===== config.mk =====
export PLATFORM = sky130hd
export DESIGN_NAME = mem_rr_arbiter_ctrl
export DESIGN_NICKNAME = d
export VERILOG_FILES = /design/src/rtl/mem_rr_arbiter_ctrl.sv
export SDC_FILE = /design/constraint.sdc
export NUM_CORES = 1
export LEC_CHECK = 0
export BUFFER_PORTS_ARGS = -buffer_cell sky130_fd_sc_hd__buf_2
export CAP_MARGIN = 20
export CORE_MARGIN = 2
export CORE_UTILIZATION = 44
export CTS_BUF_LIST = sky130_fd_sc_hd__clkbuf_4 sky130_fd_sc_hd__clkbuf_8 sky130_fd_sc_hd__clkbuf_16
export CTS_CLUSTER_DIAMETER = 40
export DETAILED_ROUTE_END_ITERATION = 6
export PLACE_DENSITY = 0.84
export SLEW_MARGIN = 5
export SYNTH_ARGS = -nofsm -noshare
export SYNTH_HDL_FRONTEND = slang
export SYNTH_SLANG_ARGS = --single-unit

===== constraint.sdc =====
create_clock -name clk -period 3.05 [get_ports clk]
set_input_delay 0.1525 -clock clk [delete_from_list [all_inputs] [get_ports clk]]
set_output_delay 0.1525 -clock clk [all_outputs]
set_load 0.02 [all_outputs]

===== src/rtl/mem_rr_arbiter_ctrl.sv =====
// mem_rr_arbiter_ctrl: two-requester round-robin controller for a single-port synchronous memory.
// Optional MEM_ARB_FIXED_PRIO_EN: requester 0 always wins a tie instead of alternating.
`default_nettype none

module mem_rr_arbiter_ctrl #(
  parameter int ADDR_W = 8,
  parameter int DATA_W = 32,
  parameter int RD_LAT = 2
) (
  input  logic                clk,
  input  logic                rst,
  input  logic [1:0]          req_valid,
  input  logic [1:0]          req_we,
  input  logic [2*ADDR_W-1:0] req_addr,
  input  logic [2*DATA_W-1:0] req_wdata,
  output logic [1:0]          req_ready,
  output logic [1:0]          rsp_valid,
  output logic [DATA_W-1:0]   rsp_rdata,
  output logic                busy,
  output logic                mem_en,
  output logic                mem_we,
  output logic [ADDR_W-1:0]   mem_addr,
  output logic [DATA_W-1:0]   mem_wdata,
  input  logic [DATA_W-1:0]   mem_rdata
);

  localparam int CNT_W = $clog2(RD_LAT + 1);
  localparam logic [CNT_W-1:0] CNT_LAST = CNT_W'(RD_LAT);

  typedef enum logic [1:0] {
    IDLE  = 2'd0,
    WRITE = 2'd1,
    READ  = 2'd2,
    DONE  = 2'd3
  } state_t;

  state_t              state, state_nxt;
  logic                last_gnt;
  logic                owner;
  logic                gnt;
  logic                hs;
  logic                we_q;
  logic [ADDR_W-1:0]   addr_q;
  logic [DATA_W-1:0]   wdata_q;
  logic [CNT_W-1:0]    cnt;
  logic [DATA_W-1:0]   rdata_q;

  // Tie-break favours the requester that did not complete most recently.
  always_comb begin
    gnt = 1'b0;
    case (req_valid)
      2'b01:   gnt = 1'b0;
      2'b10:   gnt = 1'b1;
`ifdef MEM_ARB_FIXED_PRIO_EN
      2'b11:   gnt = 1'b0;
`else
      2'b11:   gnt = ~last_gnt;
`endif
      default: gnt = 1'b0;
    endcase
  end

  always_comb begin
    req_ready    = 2'b00;
    req_ready[0] = (state == IDLE) && req_valid[0] && !gnt;
    req_ready[1] = (state == IDLE) && req_valid[1] && gnt;
    hs           = |(req_valid & req_ready);
  end

  always_comb begin
    state_nxt = state;
    mem_en    = 1'b0;
    mem_we    = 1'b0;
    rsp_valid = 2'b00;
    case (state)
      IDLE: begin
        if (hs) state_nxt = req_we[gnt] ? WRITE : READ;
      end
      WRITE: begin
        mem_en    = 1'b1;
        mem_we    = 1'b1;
        state_nxt = DONE;
      end
      READ: begin
        mem_en = (cnt == '0);
        if (cnt == CNT_LAST) state_nxt = DONE;
      end
      DONE: begin
        rsp_valid[owner] = 1'b1;
        state_nxt        = IDLE;
      end
      default: state_nxt = IDLE;
    endcase
  end

  always_ff @(posedge clk or posedge rst) begin
    if (rst) begin
      state    <= IDLE;
      last_gnt <= 1'b1;
      owner    <= 1'b0;
      we_q     <= 1'b0;
      addr_q   <= '0;
      wdata_q  <= '0;
      cnt      <= '0;
      rdata_q  <= '0;
    end else begin
      state <= state_nxt;
      case (state)
        IDLE: begin
          if (hs) begin
            owner   <= gnt;
            we_q    <= req_we[gnt];
            addr_q  <= gnt ? req_addr[2*ADDR_W-1:ADDR_W] : req_addr[ADDR_W-1:0];
            wdata_q <= gnt ? req_wdata[2*DATA_W-1:DATA_W] : req_wdata[DATA_W-1:0];
            cnt     <= '0;
          end
        end
        READ: begin
          cnt <= cnt + 1'b1;
          if (cnt == CNT_LAST) rdata_q <= mem_rdata;
        end
        DONE: last_gnt <= owner;
        default: ;
      endcase
    end
  end

  assign busy      = (state != IDLE);
  assign mem_addr  = addr_q;
  assign mem_wdata = wdata_q;
  assign rsp_rdata = rdata_q;

endmodule

`default_nettype wire


; ---- Word-level counts from Yosys, hierarchy flattened
; Index checks and enable logic that the tools add are counted.
[op_classes]
eq_ne = 8
magnitude_cmp = 3
add_sub_neg = 1
mux = 16
reduce_logical = 15
n_bitwise = 2
[ops]
columns = operator, count
row1 = $mux W32, 1
row2 = $eq A2 B2 Y1 const B, 5
row3 = $mux W2, 5
row4 = $mux W8, 1
row5 = $pmux W2 S4, 1
row6 = $reduce_and A2 Y1, 4
row7 = $logic_and A1 B1 Y1, 5
row8 = $logic_not A2 Y1, 2
row9 = $lt A1 B2 Y1 const B, 2
row10 = $mux W1, 4
row11 = $ne A2 B2 Y1 const B, 2
row12 = $pmux W1 S2, 2
row13 = $pmux W2 S2, 1
row14 = $reduce_bool A2 Y1, 2
row15 = $add A2 B1 Y2 const B, 1
row16 = $and A2 B2 Y2, 1
row17 = $eq A2 B1 Y1 const B, 1
row18 = $reduce_or A2 Y1, 1
row19 = $demux W1 S1, 1
row20 = $ge A1 B1 Y1 const B, 1
row21 = $logic_not A1 Y1, 1
row22 = $not A1 Y1, 1
[totals]
ff_bits = 78

; ---- Logic depth before layout (Yosys ltp)
; Gate-level depths: netlist of the first run.
[logic_depth]
ltp_word = 8
mapped_depth = 7
mapped_depth_nobuf = 5

; ---- Least setup slack after synthesis of the first run
; Ideal clock, no wire load.
[synth_timing]
path_type = reg-to-reg
start = register state[0]
end = register state[1]
required_time_ns = 2.921
setup_time_ns = 0.129
setup_slack_ns = 1.515
arrival_ns = 1.406
stages_incl_launch_ff = 7
synth_period_minus_slack_ns = 1.535
cell_sequence = dfrtp_1 -> inv_1 -> ha_1 -> clkbuf_1 -> nor3b_1 -> o21ai_0 -> o41a_1
[synth_between]
elab_chain_len = 7
elab_cells_between_ends = 14
[synth_rtl]
columns = element, line
row1 = from (decl), 37  ; state_t state, state_nxt;
row2 = from (signal assigned), 107  ; state <= state_nxt;
row3 = $logic_not A2 Y1, "65, 66, 75"
row4 = "$logic_and A1 B1 Y1, on equally long branches (2 in series)", "65, 66"
row5 = $and A2 B2 Y2, 67  ; hs = |(req_valid & req_ready);
row6 = $reduce_or A2 Y1, 67
row7 = $ne A2 B2 Y1 (no source line), n/a
row8 = $reduce_and A2 Y1 (no source line), n/a
; Parallel ways exist; a longest one is shown, timed or not.
; A chain may end at the register's enable or synchronous reset.

; ---- Worst setup path after layout of the first run
[layout_timing]
start = register state[0]
end = register addr_q[4], in the netlist mem_addr[4]
[layout_between]
elab_chain_len = 6
elab_cells_between_ends = 8
[layout_rtl]
columns = element, line
row1 = $logic_not A2 Y1 (*), "65, 66, 108"
row2 = "$logic_and A1 B1 Y1, on equally long branches (2 in series)", "65, 66"
row3 = $and A2 B2 Y2, 67
row4 = $reduce_or A2 Y1, 67
row5 = $reduce_and A2 Y1 (no source line) (*), n/a
row6 = to (signal assigned), 113  ; addr_q <= gnt ? req_addr[2*ADDR_W-1:ADDR_W] : req_addr[ADDR_W-1:0];
row7 = to (decl), 43  ; logic [ADDR_W-1:0] addr_q;
; Every way passes the cells marked *; elsewhere a longest branch is shown, timed or not.

==> out/metrics.yaml, run 1 <==
status: "completed"
syn_to_final_growth_pct: 38.6
p_leak_nw: 2.53
path_max_fanout: 60
slew_headroom_pct: 42.1
synth_cell_types: 27
grt_overflow: 0
syn_area_um2: 3470
synth_edf_count: 0
antenna_found_initial: 0
p_per_area_nw_per_um2: 1070
power.switching_mw: 2.07
die_w_um: 92.8
cts-root-buf: "clkbuf_8"
wirelength_mm: 7.81
grt_pass1_vias: 2735
max-cap-violations: 0
dp_hpwl_mm: 6.17
fp-row-count: 32
cts_sinks: 78
core_area_um2: 7690
place_congestion: 0.820
p_seq_share_pct: 35.7
fin_crit_sh_pct: 62.5
r2r_cells: 5
ioPinCount: 197
synth_common_cells: "dfrtp_1, nand2_1, o21ai_0, mux2i_1, mux2_2"
clkPwrFrac_pct: 17.8
finalSetupTns_ns: 0
reg2reg_slack_ns: 1.14
drtAntennaViolNets: 0
met1_length_mm: 3.22
dr_wl_met3_um: 686
cts_buffers: 9
layout-drive-gt1-share_pct: 51.6
viasPerCell: 4.72
drcViolationCount: 0
syn_inst: 292
wl_met2_mm: 3.78
finalHoldViolations: 0
worst_pin_slew_ns: 0.867
drt_iter0_markers: 69
grt_pass1_wl_mm: 12.3
ys_ff_latch: 78
chipHeight_um: 92.8
endpoint_kind: "flop"
synthArstFlopShare_pct: 100
grt_usage_pct: 18.4
syn-num-nets: 417
synth_ff_type: "dfrtp_1"
fin_crit_ns: 1.91
yosysMostFrequentCell: "dfrtp_1"
required_ns: 3.24
wire_per_inst_um: 13.1
num_antenna_cells: 0
synth_top_area_cell: "dfrtp_1"
timing.final.ws_setup_ns: 1.14
port_buffers: 196
drt_first_pass_iters: 4
clk_pin_slew_worst_paths_ns: 0.08
cts_tree: "done"
pre_cts_slack_ns: 1.15
cp-start-kind: "flop"
intPower_mw: 3.06
clock.fmax_mhz: 525
startpoint: "state[0]"
rr_startpoint: "state[0]"
die_area_um2: 8610
start_util_pct: 45.1
min_path_type: "input port to flop"
syn_avg_cell_area_um2: 11.9
slew_violations: 0
yosys_warnings: 0
r2r_end: "mem_addr[4]"
vias: 2801
critPathCapture: "mem_addr[4]"
cts.htree.levels: 3
rsz0062_at_grt: "false"
clkLatencyLatePin_ns: 0.34
final_nets: 612
final_core_util_pct: 62.6
worst-setup-path-type: "flop to flop"
fillers: 647
setup_viol: 0
ys_seq_area_share_pct: 56.3
p_sw_share_pct: 40.4
clk_path_buf_depth: 2
synth_top_area_share_pct: 55.5
p_comb_share_pct: 46.5
ir_drop_mv: 0.544
finalClockSkew_ns: 0.0105
grt_max_degree: 61
top_layer: "met4"
arrival_ns: 2.09
synth.top_cells.by_area: "dfrtp_1, mux2i_1, mux2_2"
cell type report:
type                    count  area, µm²  area share (%)
flip-flops and latches     78       1950            40.6
multi-input cells         191       1430            29.7
repair buffers            201       1030            21.5
clock buffers              10        131            2.73
well taps                 102        128            2.65
clock inverters             6        110            2.29
inverters                   6       23.8           0.494
critical path, cell delays in order (launching register included):
cell     delay [ns]
dfrtp_1        0.40
inv_1          0.10
ha_1           0.32
o21ai_4        0.23
buf_4          0.50
o21ai_0        0.18
per-stage QoR:
step / instances / cell area [µm²] / hold slack (ns) / power (mW)
final: 594 / 4810 / 0.0481 / 5.13
after global routing: 594 / 4810 / 0.0230 / 5.50
after CTS: 594 / 4810 / 0.0291 / 5.20
after detailed placement: 577 / 4560 / 0.357 / 4.28
after global placement: 577 / 4560 / 0.337 / 4.18
after floorplan: 292 / 3470 / 0.303 / 3.44
registers in the layout, indices dropped and copies added (netlist names):
name	flops
cnt	2
mem_addr	8
state	2
rsp_rdata	32
mem_wdata	32
last_gnt	1
owner	1
layout by cell type, fill, tap and decap left out:
master / instances
inv_1: 5
nand2_1: 43
nand3b_1: 1
o21ai_0: 43
clkinvlp_4: 2
nor3b_1: 1
mux2_2: 33
nor2b_1: 4
dlygate4sd3_1: 1
o41ai_1: 1
nand3_1: 1
bufinv_16: 3
dfstp_2: 1
clkbuf_4: 1
ha_1: 7
clkbuf_8: 9
o21ai_4: 1
xnor2_1: 1
o41a_1: 1
dfrtp_1: 77
mux2i_1: 42
buf_4: 3
a21boi_4: 1
and2_1: 2
clkinv_2: 2
a21oi_1: 2
buf_2: 196
a21o_1: 1
nor2_1: 2
buf_12: 1
o221ai_1: 1
nand2b_1: 2
or2_2: 1
worst min path at each step:
stage                  startpoint            end  slack, ns  cells after the start
floorplan           mem_rdata[30]  rsp_rdata[30]       0.30                      1
global placement              rst   rsp_rdata[3]       0.34                      2
detailed placement            rst   rsp_rdata[4]       0.36                      2
CTS                 mem_rdata[12]  rsp_rdata[12]       0.03                      2
global route         mem_rdata[9]   rsp_rdata[9]       0.02                      2
finish               mem_rdata[4]   rsp_rdata[4]       0.05                      2
power groups by stage:
stage / registers, mW / clock network [mW] / logic, mW
final: 1.83 / 0.916 / 2.39
after global routing: 1.90 / 0.984 / 2.61
after CTS: 1.84 / 0.938 / 2.42
after detailed placement: 1.85 / 0 / 2.43
after global placement: 1.83 / 0 / 2.35
after floorplan: 2.42 / 0 / 1.02
timing repair:
item / in CTS / in global routing
buffers inserted: 0 / 0
endpoints found under the hold margin: 49 / 0
gates resized for setup: 0 / 0
hold buffers: 1 / 0
per-layer routing:
layer  track usage (%)  vias to the layer above
li1                  -                     1389
met1              21.8                     1268
met2              31.5                      132
met3              5.29                       12
met4              7.11                        0
met5                 0                        -
logic make-up after synthesis:
group                      Yosys count  share of synthesized area, %
muxes                               75                          22.8
xor gates and xnor gates             1                         0.252
DFF                                 78                          56.3
adders and majority gates            7                          2.52
and+or+nand+nor                     57                          7.07
AOI/OAI and AO/OA                   51                          7.90
buffers and inverters               23                          3.14
No activity file was read; power rests on OpenSTA's default activity.
==> run 2, diff against run 1 <==
--- a/config.mk
+++ b/config.mk
@@ -5,10 +5,11 @@
 export SDC_FILE = /design/constraint.sdc
 export NUM_CORES = 1
 export LEC_CHECK = 0
+export ABC_AREA = 1
 export BUFFER_PORTS_ARGS = -buffer_cell sky130_fd_sc_hd__buf_2
 export CAP_MARGIN = 20
 export CORE_MARGIN = 2
-export CORE_UTILIZATION = 44
+export CORE_UTILIZATION = 45
 export CTS_BUF_LIST = sky130_fd_sc_hd__clkbuf_4 sky130_fd_sc_hd__clkbuf_8 sky130_fd_sc_hd__clkbuf_16
 export CTS_CLUSTER_DIAMETER = 40
 export DETAILED_ROUTE_END_ITERATION = 6
==> constraint.sdc (replaced) <==
create_clock -name clk -period 1.94 [get_ports clk]
set_input_delay 0.097 -clock clk [delete_from_list [all_inputs] [get_ports clk]]
set_output_delay 0.097 -clock clk [all_outputs]
set_load 0.02 [all_outputs]
==> run 2 against run 1 <==
First-iteration DRC count grew 39%. Via count grew 21%. Final cell count grew 22%. Largest cell class unchanged. Largest power group unchanged.
==> out/metrics.yaml, run 2 <==
status: "completed"  # unchanged
ys_ff_latch: 78  # unchanged
fin_crit_ns: 1.77
cts_resized: 0  # unchanged
syn_area_um2: 3740  # was 3470 µm²
max-cap-violations: 0  # unchanged
ioPinCount: 197  # unchanged
synth_ff_type: "dfrtp_1"  # unchanged
clk_path_buf_depth: 2  # unchanged
setup_viol: 0  # unchanged
fp-row-count: 33  # was 32
wire_per_inst_um: 13.1  # about the same
endpoint_kind: "output pin"  # was flop
path_max_fanout: 43  # was 60
synth_cell_types: 22  # was 27
arrival_ns: 1.68  # was 2.09 ns
ir_drop_mv: 0.772  # was 0.544 mV
clock.fmax_mhz: 564
syn_to_final_growth_pct: 43.3  # was 38.6%
grt_overflow: 0  # unchanged
final_common_cell: "buf_2"  # unchanged
start_util_pct: 46.0  # was 45.1%
p_leak_nw: 3.04  # was 2.53 nW
slew_violations: 0  # unchanged
cts_buffers: 9  # unchanged
final_nets: 738  # was 612
grt_usage_pct: 19.6  # was 18.4%
path_buf_inv: 2  # unchanged
drt_first_pass_iters: 4  # unchanged
vias: 3386  # was 2801
grt_max_degree: 86  # was 61
cts-root-buf: "clkbuf_8"  # unchanged
synth_common_cells: "nand2_1, o21ai_1, dfrtp_1, inv_1, mux2_4"  # was dfrtp_1, nand2_1, o21ai_0, mux2i_1, mux2_2
synth_edf_count: 0  # unchanged
fin_crit_sh_pct: 91.3
slew_headroom_pct: 72.7  # was 42.1%
final_cell_mix: "buf_2, nand2_1, o21ai_1"  # was buf_2, dfrtp_1, nand2_1, o21ai_0, mux2i_1
synth_top_area_cell: "dfrtp_1"  # unchanged
port_buffers: 196  # unchanged
cts.htree.levels: 3  # unchanged
drt_iter0_markers: 96  # was 69
clk_pin_slew_worst_paths_ns: 0.09  # was 0.08 ns
ys_seq_area_share_pct: 52.2  # was 56.3%
drtAntennaViolNets: 0  # unchanged
fillers: 645  # was 647
grt_pass1_wl_mm: 13.7  # was 12.3 mm
rsz0062_at_grt: "false"  # unchanged
dp_hpwl_mm: 6.57  # was 6.17 mm
syn-num-nets: 513  # was 417
layout-drive-gt1-share_pct: 41.7  # was 51.6%
dp_cells: 674  # was 577
synth.top_cells.by_area: "dfrtp_1, mux2_4, o21ai_1"  # was dfrtp_1, mux2i_1, mux2_2
drcViolationCount: 0  # unchanged
die_w_um: 95.2  # was 92.8 µm
antenna_found_initial: 0  # unchanged
timing.final.ws_setup_ns: 0.168  # was 1.14 ns
yosys_warnings: 0  # unchanged
final_cells: 723  # was 594
wirelength_mm: 9.44  # was 7.81 mm
yosysMostFrequentCell: "nand2_1"  # was dfrtp_1
chipHeight_um: 95.2  # was 92.8 µm
cp-start-kind: "flop"  # unchanged
cts_setup_buffers: 0  # unchanged
required_ns: 1.84  # was 3.24 ns
syn_inst: 388  # was 292
critPathMaxStageDelay_ns: 0.54  # was 0.50 ns
synthArstFlopShare_pct: 100  # unchanged
critical_path.top_delay_family: "flip-flops"  # was buffers and inverters
total_power_mw: 8.50  # was 5.13 mW
synth_top_area_share_pct: 51.5  # was 55.5%
core_area_um2: 8130  # was 7690 µm²
cp_slowest_cell: "dfstp_2"  # was buf_4
pre_cts_slack_ns: 0.270  # was 1.15 ns
grt_pass1_vias: 3036  # was 2735
syn_avg_cell_area_um2: 9.65  # was 11.9 µm²
cts_tree: "done"  # unchanged
worst_pin_slew_ns: 0.409  # was 0.867 ns
path_cells: "nand2_1, nand2_2, buf_12, and3_1, buf_2"  # was inv_1, ha_1, o21ai_4, buf_4, o21ai_0
cts_sinks: 78  # unchanged
clkLatencyLatePin_ns: 0.34  # about the same
finalHoldViolations: 0  # unchanged
worst-setup-path-type: "flop to output pin"  # was flop to flop
finalClockSkew_ns: 0.0128  # was 0.0105 ns
place_congestion: 0.827  # was 0.820
die_area_um2: 9060  # was 8610 µm²
min_path_type: "input port to flop"  # unchanged
viasPerCell: 4.68  # was 4.72
p_per_area_nw_per_um2: 1580  # was 1070 nW/µm²
finalSetupTns_ns: 0  # unchanged
num_antenna_cells: 0  # unchanged
-- run 2: routing by layer --
layer | wire length, µm | GRT usage, % | share of wire [%] | vias to the layer above
met5 | 0 | 0 | 0 | -
met4 | 112 | 6.16 | 1.2 | 0
met3 | 645 | 4.35 | 6.8 | 9
met2 | 4860 | 34.5 | 51 | 127
met1 | 3820 | 23.9 | 40 | 1572
li1 | - | - | - | 1678
-- run 2: cell families after synthesis --
family,after synthesis,synth area share [%]
AO/OA/AOI/OAI,86,11.5
adder cells (fa/ha/maj),7,2.34
buffers and inverters,74,9.66
flip-flops,78,52.2
multiplexers,32,12.6
AND/OR/NAND/NOR,111,11.7
-- run 2: final cells by class --
cell class	instances	area [µm²]	share of cell area, %
clock inverters	6	91.3	1.70
clock buffers	10	138	2.57
flip-flops and latches	78	1950	36.4
well taps	105	131	2.45
inverters	53	203	3.78
multi-input cells	236	1440	26.8
repair buffers	235	1410	26.3
-- run 2: per-stage QoR --
step | utilization, % | hold WS, ns | area, µm²
after floorplan | - | 0.246 | 3750
after global placement | 58.9 | 0.237 | 4790
after detailed placement | 58.9 | 0.251 | 4790
after CTS | 65.1 | 0.000762 | 5300
after global routing | 65.9 | 0.00491 | 5360
final | 65.9 | 0.0289 | 5360
-- run 2: repair_timing --
item                                   CTS  global route
endpoints found under the hold margin  104             4
setup endpoints to repair                0             1
hold buffers                            28             4
-- run 2: path summary, 6_finish.rpt --
check	from	to	slack, ns	cells past startpoint
setup / recovery	last_gnt	req_ready[0]	0.17	5
hold / removal	mem_rdata[21]	rsp_rdata[21]	0.03	2
setup reg to reg	state[0]	rsp_rdata[27]	0.26	5
hold reg to reg	last_gnt	last_gnt	0.47	2
max in group asynchronous	rst	last_gnt	1.18	4
min in group asynchronous	rst	rsp_rdata[20]	0.44	4
-- run 2: power breakdown --
| part | switching (mW) | total (mW) | internal (mW) |
|---|---|---|---|
| Sequential | 0.461 | 2.93 | 2.47 |
| Combinational | 2.49 | 4.20 | 1.71 |
| Clock | 0.607 | 1.38 | 0.769 |
| Total | 3.56 | 8.50 | 4.94 |
